### config.mk
export PLATFORM = sky130hd
export DESIGN_NAME = fetch_unit
export DESIGN_NICKNAME = d
export VERILOG_FILES = /design/src/rtl/fetch_unit.sv
export SDC_FILE = /design/constraint.sdc
export NUM_CORES = 1
export LEC_CHECK = 0
export CORE_UTILIZATION = 51
export DETAILED_ROUTE_END_ITERATION = 7
export PLACE_DENSITY = 0.83
export SLEW_MARGIN = 20
export SYNTH_ARGS = -nofsm -noshare
export SYNTH_HDL_FRONTEND = slang
export SYNTH_SLANG_ARGS = --single-unit
### constraint.sdc
create_clock -name clock -period 3.2 [get_ports clock]
set_input_delay 0.96 -clock clock [delete_from_list [all_inputs] [get_ports clock]]
set_output_delay 0.96 -clock clock [all_outputs]
set_load 0.03 [all_outputs]
### src/rtl/fetch_unit.sv
// fetch_unit: PC, imem request/response, 2-entry queue to decode.
// Optional macro FETCH_MISALIGN_EN: misaligned redirect halts fetch.
// Ports:
//   clock, reset_n        : clock, async active-low reset
//   imem_req_*            : valid/ready word read request (addr)
//   imem_resp_*           : read data return (valid, data)
//   redirect_valid/_pc    : taken branch/jump target
//   instr_valid/instr/_pc : queue head to decode, instr_ready pops
//   misalign_err          : one-cycle pulse on misaligned redirect
module fetch_unit #(
  parameter logic [31:0] RESET_PC  = 32'h0000_0000,
  parameter logic [31:0] NOP_INSTR = 32'h0000_0013
) (
  input  logic        clock,
  input  logic        reset_n,
  output logic        imem_req_valid,
  output logic [31:0] imem_req_addr,
  input  logic        imem_req_ready,
  input  logic        imem_resp_valid,
  input  logic [31:0] imem_resp_data,
  input  logic        redirect_valid,
  input  logic [31:0] redirect_pc,
  output logic        instr_valid,
  output logic [31:0] instr,
  output logic [31:0] instr_pc,
  input  logic        instr_ready,
  output logic        misalign_err
);

`ifdef FETCH_MISALIGN_EN
  typedef enum logic [1:0] {
    BOOT, ISSUE, WAIT, HALT
  } state_t;
`else
  typedef enum logic [1:0] {
    BOOT, ISSUE, WAIT
  } state_t;
`endif

  state_t      state;
  logic [31:0] pc;
  logic [31:0] req_pc;
  logic [31:0] q_instr [2];
  logic [31:0] q_pc    [2];
  logic [1:0]  count;
  logic        outstanding;
  logic        req_epoch;
  logic        epoch;

  logic        req_fire;
  logic        resp_hit;
  logic        push;
  logic        pop;
  logic        keep_wait;
  logic [31:0] target;

  assign imem_req_valid = (state == ISSUE) &&
                          ((count + {1'b0, outstanding}) < 2'd2);
  assign imem_req_addr  = pc;
  assign instr_valid    = (count != 2'd0);
  assign instr          = instr_valid ? q_instr[0] : NOP_INSTR;
  assign instr_pc       = instr_valid ? q_pc[0] : 32'h0;

  assign req_fire = imem_req_valid & imem_req_ready;
  // A response with nothing in flight is noise and ignored.
  assign resp_hit = imem_resp_valid & outstanding;
  assign pop      = instr_valid & instr_ready;
  assign push     = resp_hit & (state == WAIT) &
                    (req_epoch == epoch) & ~redirect_valid;
  // A request accepted during a redirect still returns a stale word.
  assign keep_wait = req_fire | (outstanding & ~resp_hit);

`ifdef FETCH_MISALIGN_EN
  assign target = redirect_pc;
`else
  logic unused_lsb;
  assign target     = {redirect_pc[31:2], 2'b00};
  assign unused_lsb = ^redirect_pc[1:0];
  assign misalign_err = 1'b0;
`endif

  always_ff @(posedge clock or negedge reset_n) begin
    if (!reset_n) begin
      state       <= BOOT;
      pc          <= RESET_PC;
      req_pc      <= RESET_PC;
      q_instr[0]  <= NOP_INSTR;
      q_instr[1]  <= NOP_INSTR;
      q_pc[0]     <= 32'h0;
      q_pc[1]     <= 32'h0;
      count       <= 2'd0;
      outstanding <= 1'b0;
      req_epoch   <= 1'b0;
      epoch       <= 1'b0;
`ifdef FETCH_MISALIGN_EN
      misalign_err <= 1'b0;
`endif
    end else begin
`ifdef FETCH_MISALIGN_EN
      misalign_err <= 1'b0;
`endif
      if (req_fire) begin
        outstanding <= 1'b1;
        req_epoch   <= epoch;
        req_pc      <= pc;
      end else if (resp_hit) begin
        outstanding <= 1'b0;
      end

      if (redirect_valid) begin
        count <= 2'd0;
        epoch <= ~epoch;
`ifdef FETCH_MISALIGN_EN
        if (|redirect_pc[1:0]) begin
          state        <= HALT;
          misalign_err <= 1'b1;
        end else begin
          pc    <= target;
          state <= keep_wait ? WAIT : ISSUE;
        end
`else
        pc    <= target;
        state <= keep_wait ? WAIT : ISSUE;
`endif
      end else begin
        case ({push, pop})
          2'b10: begin
            q_instr[count[0]] <= imem_resp_data;
            q_pc[count[0]]    <= req_pc;
            count             <= count + 2'd1;
          end
          2'b01: begin
            q_instr[0] <= q_instr[1];
            q_pc[0]    <= q_pc[1];
            count      <= count - 2'd1;
          end
          2'b11: begin
            if (count == 2'd1) begin
              q_instr[0] <= imem_resp_data;
              q_pc[0]    <= req_pc;
            end else begin
              q_instr[0] <= q_instr[1];
              q_pc[0]    <= q_pc[1];
              q_instr[1] <= imem_resp_data;
              q_pc[1]    <= req_pc;
            end
          end
          default: ;
        endcase

        unique case (state)
          BOOT:  state <= ISSUE;
          ISSUE: begin
            if (req_fire) begin
              pc    <= pc + 32'd4;
              state <= WAIT;
            end
          end
          WAIT: begin
            if (resp_hit) state <= ISSUE;
          end
`ifdef FETCH_MISALIGN_EN
          HALT: ;
`endif
          default: state <= BOOT;
        endcase
      end
    end
  end

endmodule
* Word-level counts from Yosys, hierarchy flattened
Cells that the tools add are included.
** Word-level totals
- Bits in registers :: 199
- Latch bits :: 0
- RAM bits :: 0
- Bits in read-only memories :: 0
- Input port bits :: 70
- Output and inout port bits :: 99
- Logic and storage cells :: 80
- Memories kept :: 0
** Operators by class
- $add $sub $neg :: 4
- Multiply operators :: 0
- Div/mod/pow operators :: 0
- $lt $le $gt $ge :: 3
- Eq/ne operators :: 10
- Shift operators :: 0
- Multiplexer cells :: 26
- Bitwise operators :: 12
- Reduce and logical (&&, ||, !) cells :: 14
** Operator list (count)
- 2-to-1 mux 32 bit :: 10
- one-hot mux 32 bit (3 select lines) :: 2
- bitwise mux 64 bit :: 2
- one-hot mux 32 bit (2 select lines) :: 2
- adder 32 x 3 -> 32 bit (second input constant) :: 1
- demux 32 bit (select 1 bit) :: 1
- 2-to-1 mux 2 bit :: 5
- nonzero test 2 bit :: 5
- AND 1 bit :: 7
- == test 2 x 1 -> 1 bit (second input constant) :: 3
- == test 2 bit (second input constant) :: 3
- inequality test 3 bit (second input constant) :: 2
- one-hot mux 2 bit (3 select lines) :: 1
- AND reduction 2 bit :: 3
- nonzero test 3 bit :: 2
- one-hot mux 2 bit (2 select lines) :: 1
- NOT 1 bit :: 3
- AND reduction 3 bit :: 1
- adder 2 x 1 -> 2 bit :: 1
- adder 2 x 1 -> 2 bit (second input constant) :: 1
- greater-or-equal comparator 2 bit (second input constant) :: 1
- logical AND 1 bit :: 2
- logical NOT 2 bit :: 1
- < comparator 2 x 1 -> 1 bit (second input constant) :: 1
- other kinds (7) :: 8

* Depth between registers and ports, before layout
Gate-level depths: netlist (run 1).
- Depth after elaboration :: 7
- Mapped depth :: 10
- Gate-level depth less buffers :: 7

* Worst setup path before layout (run 1)
OpenSTA, ideal clock, no wires.
- Path kind :: flip-flop to output port
- From :: register count[0]
- To :: output instr_pc[1]
- Arrival :: 1.915 ns
- Required time :: 2.240 ns
- Slack :: 0.325 ns
- Stages on the path, launching flop included :: 8
- Path buffers :: 4
- Cells stage by stage :: dfrtp_1 -> buf_2 -> inv_1 -> ha_1 -> clkbuf_1 -> clkbuf_1 -> nor2b_1 -> buf_4
** Between the ends
- Longest elaborated chain between the ends :: 2
** RTL lines
- start, declared :: RTL line 45 : logic [1:0] count;
- start signal, assigned :: RTL line 130 : count <= count + 2'd1;
- start signal, assigned :: RTL line 135 : count <= count - 2'd1;
- nonzero test 2 bit :: RTL line 60 : assign instr_valid = (count != 2'd0);
- 2-to-1 mux 32 bit :: RTL line 62 : assign instr_pc = instr_valid ? q_pc[0] : 32'h0;
- end, declared :: RTL line 25 : output logic [31:0] instr_pc,
Every way passes these cells.

* Worst setup path in the final report (run 1)
- From :: register count[1]
- To :: output instr_pc[11]
Same word-level chain as after synthesis.

==> results.json, run 1 <==
{
  "antenna-diode-count": 0,
  "yosysTopAreaCell": "dfrtp_1",
  "startpoint": "count[1]",
  "holdWs_ps": 467.1,
  "via_per_inst": 5.579,
  "cp.arrival_ps": 2140,
  "die_width_microns": 133.8,
  "fmax_mhz": 322.5,
  "via_count": 6606,
  "dp_slack_ps": -154.1,
  "clk_path_buf_depth": 2,
  "syn-instance-count": 802,
  "final-hold-violation-count": 0,
  "grt_usage": 0.2392,
  "synthTopCellsByArea": "dfrtp_1 (53%), mux2_2 (7.1%), a22o_1 (6.1%), nand2_1 (5.6%), a21o_1 (5.3%)",
  "async_flop_share": 1.000,
  "mostFrequentLayoutCell": "dfrtp_1",
  "p_per_area_mw_per_mm2": 725.0,
  "finalCritPeriodShare": 0.9690,
  "drv_cap": 0,
  "final_cell_mix": "dfrtp_1 (186), clkdlybuf4s50_1 (148), nand2_1 (133), nor2b_1 (63), a22o_1 (62)",
  "yosysTopAreaCellShare": 0.5256,
  "path_clk_slew_ps": 60,
  "grt_pass1_vias": 6619,
  "drive_gt1_frac": 0.1390,
  "rrSetupSlack_ps": 480,
  "gr-total-overflow": 0,
  "synth.avg_cell_area_sq_um": 11.04,
  "dr.pass1.iters": 5,
  "period_needed_ps": 3101,
  "wire_per_inst_microns": 17.22,
  "synth_cell_types": 40,
  "antenna_found_initial": 1,
  "drc": 0,
  "std_cell_rows": 47,
  "slew_headroom": 0.5469,
  "clock_skew_ps": 10.21,
  "nets": 1024,
  "htreeDepth": 4,
  "core_sq_mm": 0.01676,
  "fin_area_sq_mm": 0.01138,
  "clkLatencyLatePin_ps": 430,
  "ys_seq_area_frac": 0.5434,
  "cts-root-buf": "clkbuf_16",
  "syn_to_final_growth_pct": 28.55,
  "boundaryPins": 169,
  "worst_slack_ps": 99.18,
  "cts_buffers": 17,
  "crit_fanout": 65,
  "cts_tree": "done",
  "cts.sinks": 192,
  "grt_max_degree": 80,
  "synth_edf_count": 0,
  "tightest_slew_ps": 674.4,
  "numPortBuffers": 163,
  "min-delay-start": "q_pc[61]",
  "startpoint_type": "flip-flop",
  "die_h_microns": 133.8,
  "cts_setup_buffers": 0,
  "synth-seq-cells": 192,
  "drv_slew": 0,
  "wirelength_mm": 20.39,
  "start_util": 0.5284,
  "ys.flop_type": "dfrtp_1",
  "antenna_left": 0,
  "rsz0062_at_grt": "no",
  "postPlaceCellArea_sq_mm": 0.01073,
  "setup_viol": 0,
  "p_leak_nw": 5.708,
  "hp-class": "flip-flop to flip-flop",
  "end_kind": "output pin",
  "crit_required_ps": 2240,
  "layoutNonFillerInstCount": 1184,
  "r2r_end": "q_pc[40]",
  "path_class": "flip-flop to output pin",
  "peakVddDrop_uv": 456.2,
  "yosysWarnings": 0,
  "place_congestion": 0.8597,
  "cp-endpoint": "instr_pc[11]",
  "grt_pass1_wl_mm": 33.57,
  "die_area_sq_mm": 0.01790,
  "run_status": "finished, final reports clean",
  "r2r_cells": 11,
  "rr_startpoint": "count[1]",
  "drt_iter0_markers": 369,
  "dp.cells": 1151,
  "netlist_area_sq_mm": 0.008856,
  "dp_hpwl_mm": 13.20
}
## cell usage after synthesis (2+ instances only)
cell	n
ha_1	3
xnor2_1	13
nand2b_1	3
xor2_1	19
and2_1	3
or2_2	3
o21ai_0	33
inv_1	6
or3_1	4
buf_6	12
nand3_1	13
and3_1	9
a21o_1	62
buf_4	4
nor3_1	4
a22o_1	62
nand4_1	16
clkbuf_1	39
nor4_1	10
buf_1	2
and4_1	7
a21oi_1	5
nor2_1	7
dfstp_2	6
mux2_2	56
nor2b_1	63
mux2i_1	2
buf_2	2
dfrtp_1	186
nand2_1	133
mux2_1	6
## state kept, by name, summed over array words and instances, names as in the netlist
register and flops:
count 2, epoch 1, imem_req_addr 30, outstanding 1, q_instr 64, q_pc 61, req_epoch 1, req_pc 30
state 2
## metal layers
layer  GRT usage  up-vias  part of all wire
met4     0.07702        2             0.014
li1            -     3081                 -
met3     0.04837       24             0.063
met2      0.3921      216              0.48
met1      0.3196     3283              0.44
met5           0        -           0.00069
## area by class of cell
cell class                      count  area, sq um
Clock buffer                       20        446.7
Clock inverter                     12        178.9
Fill cell                        1276         5375
Inverter                            6        22.52
Multi-Input combinational cell    547         3717
Sequential cell                   192         4812
Tap cell                          220        275.3
Timing Repair Buffer              187         1932
## cells by family (layout without fill, tap and decap cells)
family / after synthesis / in the layout / synth area share
adders and majority gates: 3 / 3 / 0.004239
AOI/OAI and AO/OA: 166 / 166 / 0.1413
xor gates and xnor gates: 32 / 32 / 0.03165
buffers and inverters: 65 / 225 / 0.03970
DFF: 192 / 192 / 0.5434
other: 1 / 3 / 0.0004234
and+or+nand+nor: 279 / 279 / 0.1582
muxes: 64 / 64 / 0.08110
## how the worst min path moves through the flow
| stage | depth (start not counted) | endpoint |
|---|---|---|
| after detailed placement | 1 | q_instr[39] |
| after CTS | 1 | q_instr[39] |
| after global routing | 1 | q_instr[61] |
| after floorplan | 1 | q_instr[34] |
| after global placement | 1 | q_instr[39] |
| final | 1 | q_pc[61] |
## what timing repair did
item	in CTS	in global routing
endpoints found under the setup margin	3	6
resized for setup	3	6
endpoints found under the hold margin	0	0
hold buffers	0	0
## per-stage QoR
| step | utilization | setup TNS (ps) | total power (W) |
|---|---|---|---|
| 2_1_floorplan | - | 0 | 0.005071 |
| 3_3_place_gp | 0.6404 | -2905 | 0.005957 |
| 3_5_place_dp | 0.6404 | -4332 | 0.006057 |
| 4_1_cts | 0.6775 | 0 | 0.008313 |
| 5_1_grt | 0.6793 | 0 | 0.008710 |
| 6_report | 0.6793 | 0 | 0.008254 |
## power breakdown
group | switching (W) | internal [W] | total (W)
clock network | 0.000906 | 0.00134 | 0.00224
logic | 0.00139 | 0.00108 | 0.00246
registers | 0.000450 | 0.00310 | 0.00355
## worst max-delay path, stage by stage (launching register included)
cell             delay [ps]
dfrtp_1                 360
inv_1                    80
ha_2                    190
buf_12                  210
nor2b_1                 180
clkdlybuf4s50_1         690
No activity file was read; power rests on OpenSTA's default activity.
==> run 2: changes to the inputs <==
--- a/config.mk
+++ b/config.mk
@@ -5,9 +5,10 @@
 export SDC_FILE = /design/constraint.sdc
 export NUM_CORES = 1
 export LEC_CHECK = 0
+export ABC_AREA = 1
 export CORE_UTILIZATION = 51
 export DETAILED_ROUTE_END_ITERATION = 7
-export PLACE_DENSITY = 0.83
+export PLACE_DENSITY = 0.8
 export SLEW_MARGIN = 20
 export SYNTH_ARGS = -nofsm -noshare
 export SYNTH_HDL_FRONTEND = slang
==> run 2 against run 1 <==
Setup slack got worse by 39 ps. Largest cell class is now multi-input gates. Count of clock-buffer cells in the layout rose by 3. Largest power group is now combinational cells. Clock power fell by 4%.
==> results.json, run 2 <==
{
  "finalCritPeriodShare": 0.9813,
  "gr-total-overflow": 0,
  "clock_skew_ps": 11.61,
  "antenna_left": 0,
  "synth.most_common_cell": "nand2_1",
  "boundaryPins": 169,
  "antenna_found_initial": 0,
  "path_clk_slew_ps": 70,
  "grt_usage": 0.2887,
  "min_path_cells": 2,
  "r2r_end": "q_instr[24]",
  "syn_to_final_growth_pct": 21.80,
  "grt_pass1_vias": 11283,
  "via_per_inst": 5.532,
  "tightest_slew_ps": 801.7,
  "drt_iter0_markers": 1187,
  "end_kind": "output pin",
  "synth.avg_cell_area_sq_um": 6.597,
  "die_width_microns": 153.2,
  "peakVddDrop_uv": 529.8,
  "drc": 0,
  "async_flop_share": 1.000,
  "rsz0062_at_grt": "no",
  "synth_edf_count": 0,
  "cts.sinks": 192,
  "slew_headroom": 0.4656,
  "multi_input_area_sq_mm": 0.005700,
  "p_per_area_mw_per_mm2": 735.7,
  "place_congestion": 0.8522,
  "rr_startpoint": "count[1]",
  "final-hold-violation-count": 0,
  "htreeDepth": 4,
  "grt_max_degree": 73,
  "std_cell_rows": 54,
  "p_leak_nw": 7.346,
  "wire_per_inst_microns": 15.39,
  "drive_gt1_frac": 0.04955,
  "rrSetupSlack_ps": 890,
  "top_regs": "q_instr: 64 flops, q_pc: 61 flops",
  "largest_reg_flops": 64,
  "hold_buffers": 0,
  "clkLatencyLatePin_ps": 440,
  "period_needed_ps": 3140,
  "synth_cell_types": 25,
  "cts-root-buf": "clkbuf_16",
  "yosysTopAreaCellShare": 0.3993,
  "r2r_cells": 10,
  "dp_hpwl_mm": 21.08,
  "nFillCells": 1945,
  "cp.arrival_ps": 2180,
  "final_cell_mix": "nand2_1 (707), nand3_1 (192), dfrtp_1 (186), inv_1 (179), clkdlybuf4s50_1 (109)",
  "hp-class": "flip-flop to flip-flop",
  "yosysTopAreaCell": "dfrtp_1",
  "mostFrequentLayoutCell": "nand2_1",
  "antenna-diode-count": 0,
  "min-delay-start": "q_instr[33]",
  "drv_slew": 0,
  "path_class": "flip-flop to output pin",
  "numPortBuffers": 163,
  "synth_common_cells": "nand2_1 (710), nand3_1 (194), dfrtp_1 (186)",
  "cts_setup_buffers": 0,
  "ys_seq_area_frac": 0.4128,
  "die_area_sq_mm": 0.02347,
  "grt_pass1_wl_mm": 55.12,
  "holdWs_ps": 469.0,
  "ys.flop_type": "dfrtp_1",
  "finalSetupTns_ps": 0,
  "dr.pass1.iters": 5,
  "cts_tree": "done",
  "fmax_mhz": 318.5,
  "crit_fanout": 14,
  "final_util": 0.6427,
  "drv_cap": 0,
  "crit_required_ps": 2240,
  "wirelength_mm": 33.19,
  "run_status": "finished, final reports clean",
  "regMostFlops": "q_instr",
  "dp.cells": 2125,
  "synth-seq-cells": 192,
  "syn-instance-count": 1767,
  "seqCellArea_sq_mm": 0.004812,
  "cts_buffers": 17,
  "clk_path_buf_depth": 2,
  "die_h_microns": 153.2,
  "layoutNonFillerInstCount": 2157,
  "startpoint_type": "flip-flop",
  "start_util": 0.5276,
  "via_count": 11932,
  "synthTopCellsByArea": "dfrtp_1 (40%), nand2_1 (23%), nand3_1 (8.3%), inv_1 (5.8%), o21ai_0 (4.6%)",
  "nets": 1937,
  "core_sq_mm": 0.02209,
  "setup_viol": 0,
  "yosysWarnings": 0,
  "hold-path-endpoint": "q_instr[33]",
  "netlist_area_sq_mm": 0.01166
}
[run 2: repair_timing]
| action | CTS | global route |
|---|---|---|
| cloned | 0 | 0 |
| hold endpoints to repair | 0 | 0 |
| resized for setup | 16 | 37 |
| endpoints found under the setup margin | 53 | 37 |
[run 2: cells by family (layout without fill, tap and decap cells)]
| kind of cell | count (synthesis) | count (layout) | share of synthesized area |
|---|---|---|---|
| AND/OR/NAND/NOR | 1085 | 1085 | 0.3872 |
| flip-flops | 192 | 192 | 0.4128 |
| buffers and inverters | 308 | 416 | 0.1031 |
| adder cells (fa/ha/maj) | 3 | 3 | 0.003220 |
| other | 1 | 3 | 0.0003217 |
| XOR/XNOR | 8 | 8 | 0.006011 |
| AO/OA/AOI/OAI | 170 | 170 | 0.08726 |
[run 2: how the worst max path moves through the flow]
| stage | start | to | slack (ps) | depth (start not counted) |
|---|---|---|---|---|
| floorplan | count[0] | instr_pc[1] | 130 | 8 |
| global placement | imem_resp_valid | count[0] | 260 | 8 |
| detailed placement | imem_resp_valid | count[0] | 190 | 8 |
| CTS | count[0] | instr[17] | 6 | 5 |
| global route | count[0] | instr_pc[22] | 4 | 4 |
| finish | count[0] | instr_pc[22] | 60 | 4 |
[run 2: area by class of cell]
cell class                      instances  share of cell area
Clock buffer                           23             0.03366
Clock inverter                          9            0.007578
Inverter                              184             0.04864
Multi-Input combinational cell       1269              0.4015
Sequential cell                       192              0.3389
Tap cell                              280             0.02467
Timing Repair Buffer                  200              0.1450
[run 2: per-stage QoR]
stage	power [W]	setup WS, ps	cell area, sq um
after global routing	0.01113	4.088	14200
final	0.01045	59.95	14200
after CTS	0.01046	6.254	14110
after detailed placement	0.008327	193.5	13530
after floorplan	0.006601	128.9	11660
after global placement	0.008200	256.3	13530
[run 2: where the power goes]
group          switching (W)  internal [W]  leakage (nW)
combinational        0.00302       0.00154          4.57
clock               0.000927       0.00121         0.283
sequential          0.000628       0.00312          2.49
total                0.00458       0.00587          7.35
[run 2: worst max-delay path: stages, from the launching register on]
cell and delay (ps):
dfrtp_1 480, inv_2 90, ha_4 240, nor2_1 230, clkdlybuf4s50_1 720
[run 2: per-layer routing]
layer | routed length (microns) | vias up | GRT usage
met1 | 13900 | 5444 | 0.3851
li1 | - | 5800 | -
met2 | 15510 | 622 | 0.4697
met3 | 3138 | 66 | 0.05415
met4 | 640 | 0 | 0.1029
met5 | 0 | - | 0
==> patch: new RTL, settings of run 2 <==
Change the parameter `NOP_INSTR` from 32'h0000_0013 to 32'h00000009.
--- a/src/rtl/fetch_unit.sv
+++ b/src/rtl/fetch_unit.sv
@@ -10,5 +10,5 @@
 module fetch_unit #(
   parameter logic [31:0] RESET_PC  = 32'h0000_0000,
-  parameter logic [31:0] NOP_INSTR = 32'h0000_0013
+  parameter logic [31:0] NOP_INSTR = 32'h00000009
 ) (
   input  logic        clock,
Function: changed (a bounded check fails within 4 cycles, from zero or initial values and one cycle with reset_n low).
==> patch against run 2 <==
Non-clock buffer count shrank 2; total power grew 3.2%; synthesized cell count is essentially flat; final area grew 0.29%; highest routed layer unchanged; register-to-register slack lost 140 ps; first-iteration DRC count shrank 6.1%; critical endpoint is now instr[1]; synthesized area is essentially flat; wire length shrank 1.6%; worst setup slack gained 19 ps; critical path type unchanged; sequential cell count is the same; largest power group unchanged; sequential power is essentially flat.
==> patch: results (changes against run 2) <==
[route]
avgRoutedWirePerCell_um = 15.2  ; was 15.4 um
vias = 11806  ; was 11.9k
route.met2.wl_mm = 15.1  ; was 15.5 mm
wl_met3_mm = 2.95  ; was 3.14 mm
dr.max_layer_used = met4  ; unchanged
drt-met1-wl_mm = 13.9  ; about the same
firstDrtPassIters = 6  ; was 5
drt_iter0_markers = 1114  ; was 1187

[pwr]
ir_worst_vdd_uv = 484  ; was 530 uV
leakage_nw = 7.11  ; was 7.35 nW

[synthesis]
synth_commonest_cells = nand2_1, nand3_1, dfrtp_1  ; unchanged
synth_cell_types = 27  ; was 25
yosys-top-cells-area = dfrtp_1, nand2_1, nand3_1  ; unchanged
synthArstFlopShare_pct = 100  ; unchanged
yosysSeqAreaShare_pct = 41.3  ; about the same

[worst_setup_path]
critPathLaunch = count[0]  ; unchanged
ff2ff_setup_slack_ps = 750  ; was 890 ps
reg2regPathDepth = 8  ; was 10
r2r_end = imem_req_addr[6]  ; was q_instr[24]
rr_startpoint = count[1]  ; unchanged
path_max_fanout = 11  ; was 14

[cells_and_area]
drive_above_1_share_pct = 5.54  ; was 4.95%
final_nets = 1936  ; was 1937

[worst_hold_path]
min_from = q_instr[3]  ; was q_instr[33]
holdPathEnd = q_instr[3]  ; was q_instr[33]

[global_routing]
grt_pass1_vias = 11182  ; was 11.3k
met1_usage_pct = 38.0  ; was 38.5%
grt_use_total_pct = 28.1  ; was 28.9%
antenna_found_initial = 0  ; unchanged
use_met3_pct = 5.22  ; was 5.42%
grt_pass1_wl_mm = 53.8  ; was 55.1 mm
grt_max_degree = 71  ; was 73
grt_util_met2_pct = 44.8  ; was 47.0%

[place]
gp_congestion = 0.871  ; was 0.852
io_buffers = 163  ; unchanged
dp_slack_ps = 44.9  ; was 193 ps
dp_hpwl_mm = 20.6  ; was 21.1 mm

[cts]
clk_path_buf_depth = 2  ; unchanged
htreeDepth = 4  ; unchanged
post_cts_buffers = 0  ; unchanged

[timing]
clock_skew_ps = 11.9  ; was 11.6 ps
tightest_slew_ps = 1050  ; was 802 ps
min_period_over_period_pct = 97.5  ; was 98.1%

[outcome]
status = complete, no violations  ; unchanged

[patch: how the worst max path moves through the flow]
stage,end
finish,instr[1]
global placement,imem_req_addr[5]
CTS,instr[6]
floorplan,instr_pc[1]
detailed placement,imem_req_addr[6]
global route,instr[1]
[patch: area by class of cell]
type | instances | area (um^2)
flip-flops and latches | 192 | 4810
fillers | 1932 | 7850
repair buffers | 198 | 1990
multi-input cells | 1269 | 5700
clock inverters | 12 | 251
clock buffers | 20 | 447
inverters | 185 | 697
well taps | 280 | 350
[patch: kinds of logic after synthesis]
| group | share of synthesized area (%) |
|---|---|
| compound gates | 8.73 |
| flops | 41.3 |
| other cells | 0.0322 |
| xor+xnor | 0.601 |
| buf+inv | 10.3 |
| simple gates | 38.8 |
| fa+ha+maj | 0.322 |
[patch: through the flow]
step                      TNS, ps  cell area (um^2)  std cells  hold slack (ps)
after floorplan                 0             11700       1770              444
after global placement          0             13500       2124              457
after detailed placement        0             13500       2124              462
after CTS                       0             14200       2156              474
after global routing       -0.746             14200       2156              489
final                           0             14200       2156              476
[patch: power by group]
group	leakage [nW]	switching, mW	internal, mW	total, mW
Clock	0.337	0.956	1.58	2.53
Combinational	4.28	3.03	1.47	4.50
Sequential	2.50	0.633	3.11	3.75
[patch: critical path, cell delays in order, from the launching register on]
cell and delay, ps:
dfrtp_1 490, inv_2 90, ha_4 210, buf_4 180, nor2_1 100, clkdlybuf4s50_1 670
[patch: timing repair]
action | 4_1_cts | 5_1_grt
gates cloned | 0 | 0
gates resized for setup | 36 | 12
setup endpoints to repair | 40 | 12
endpoints found under the hold margin | 0 | 0
hold buffers | 0 | 0
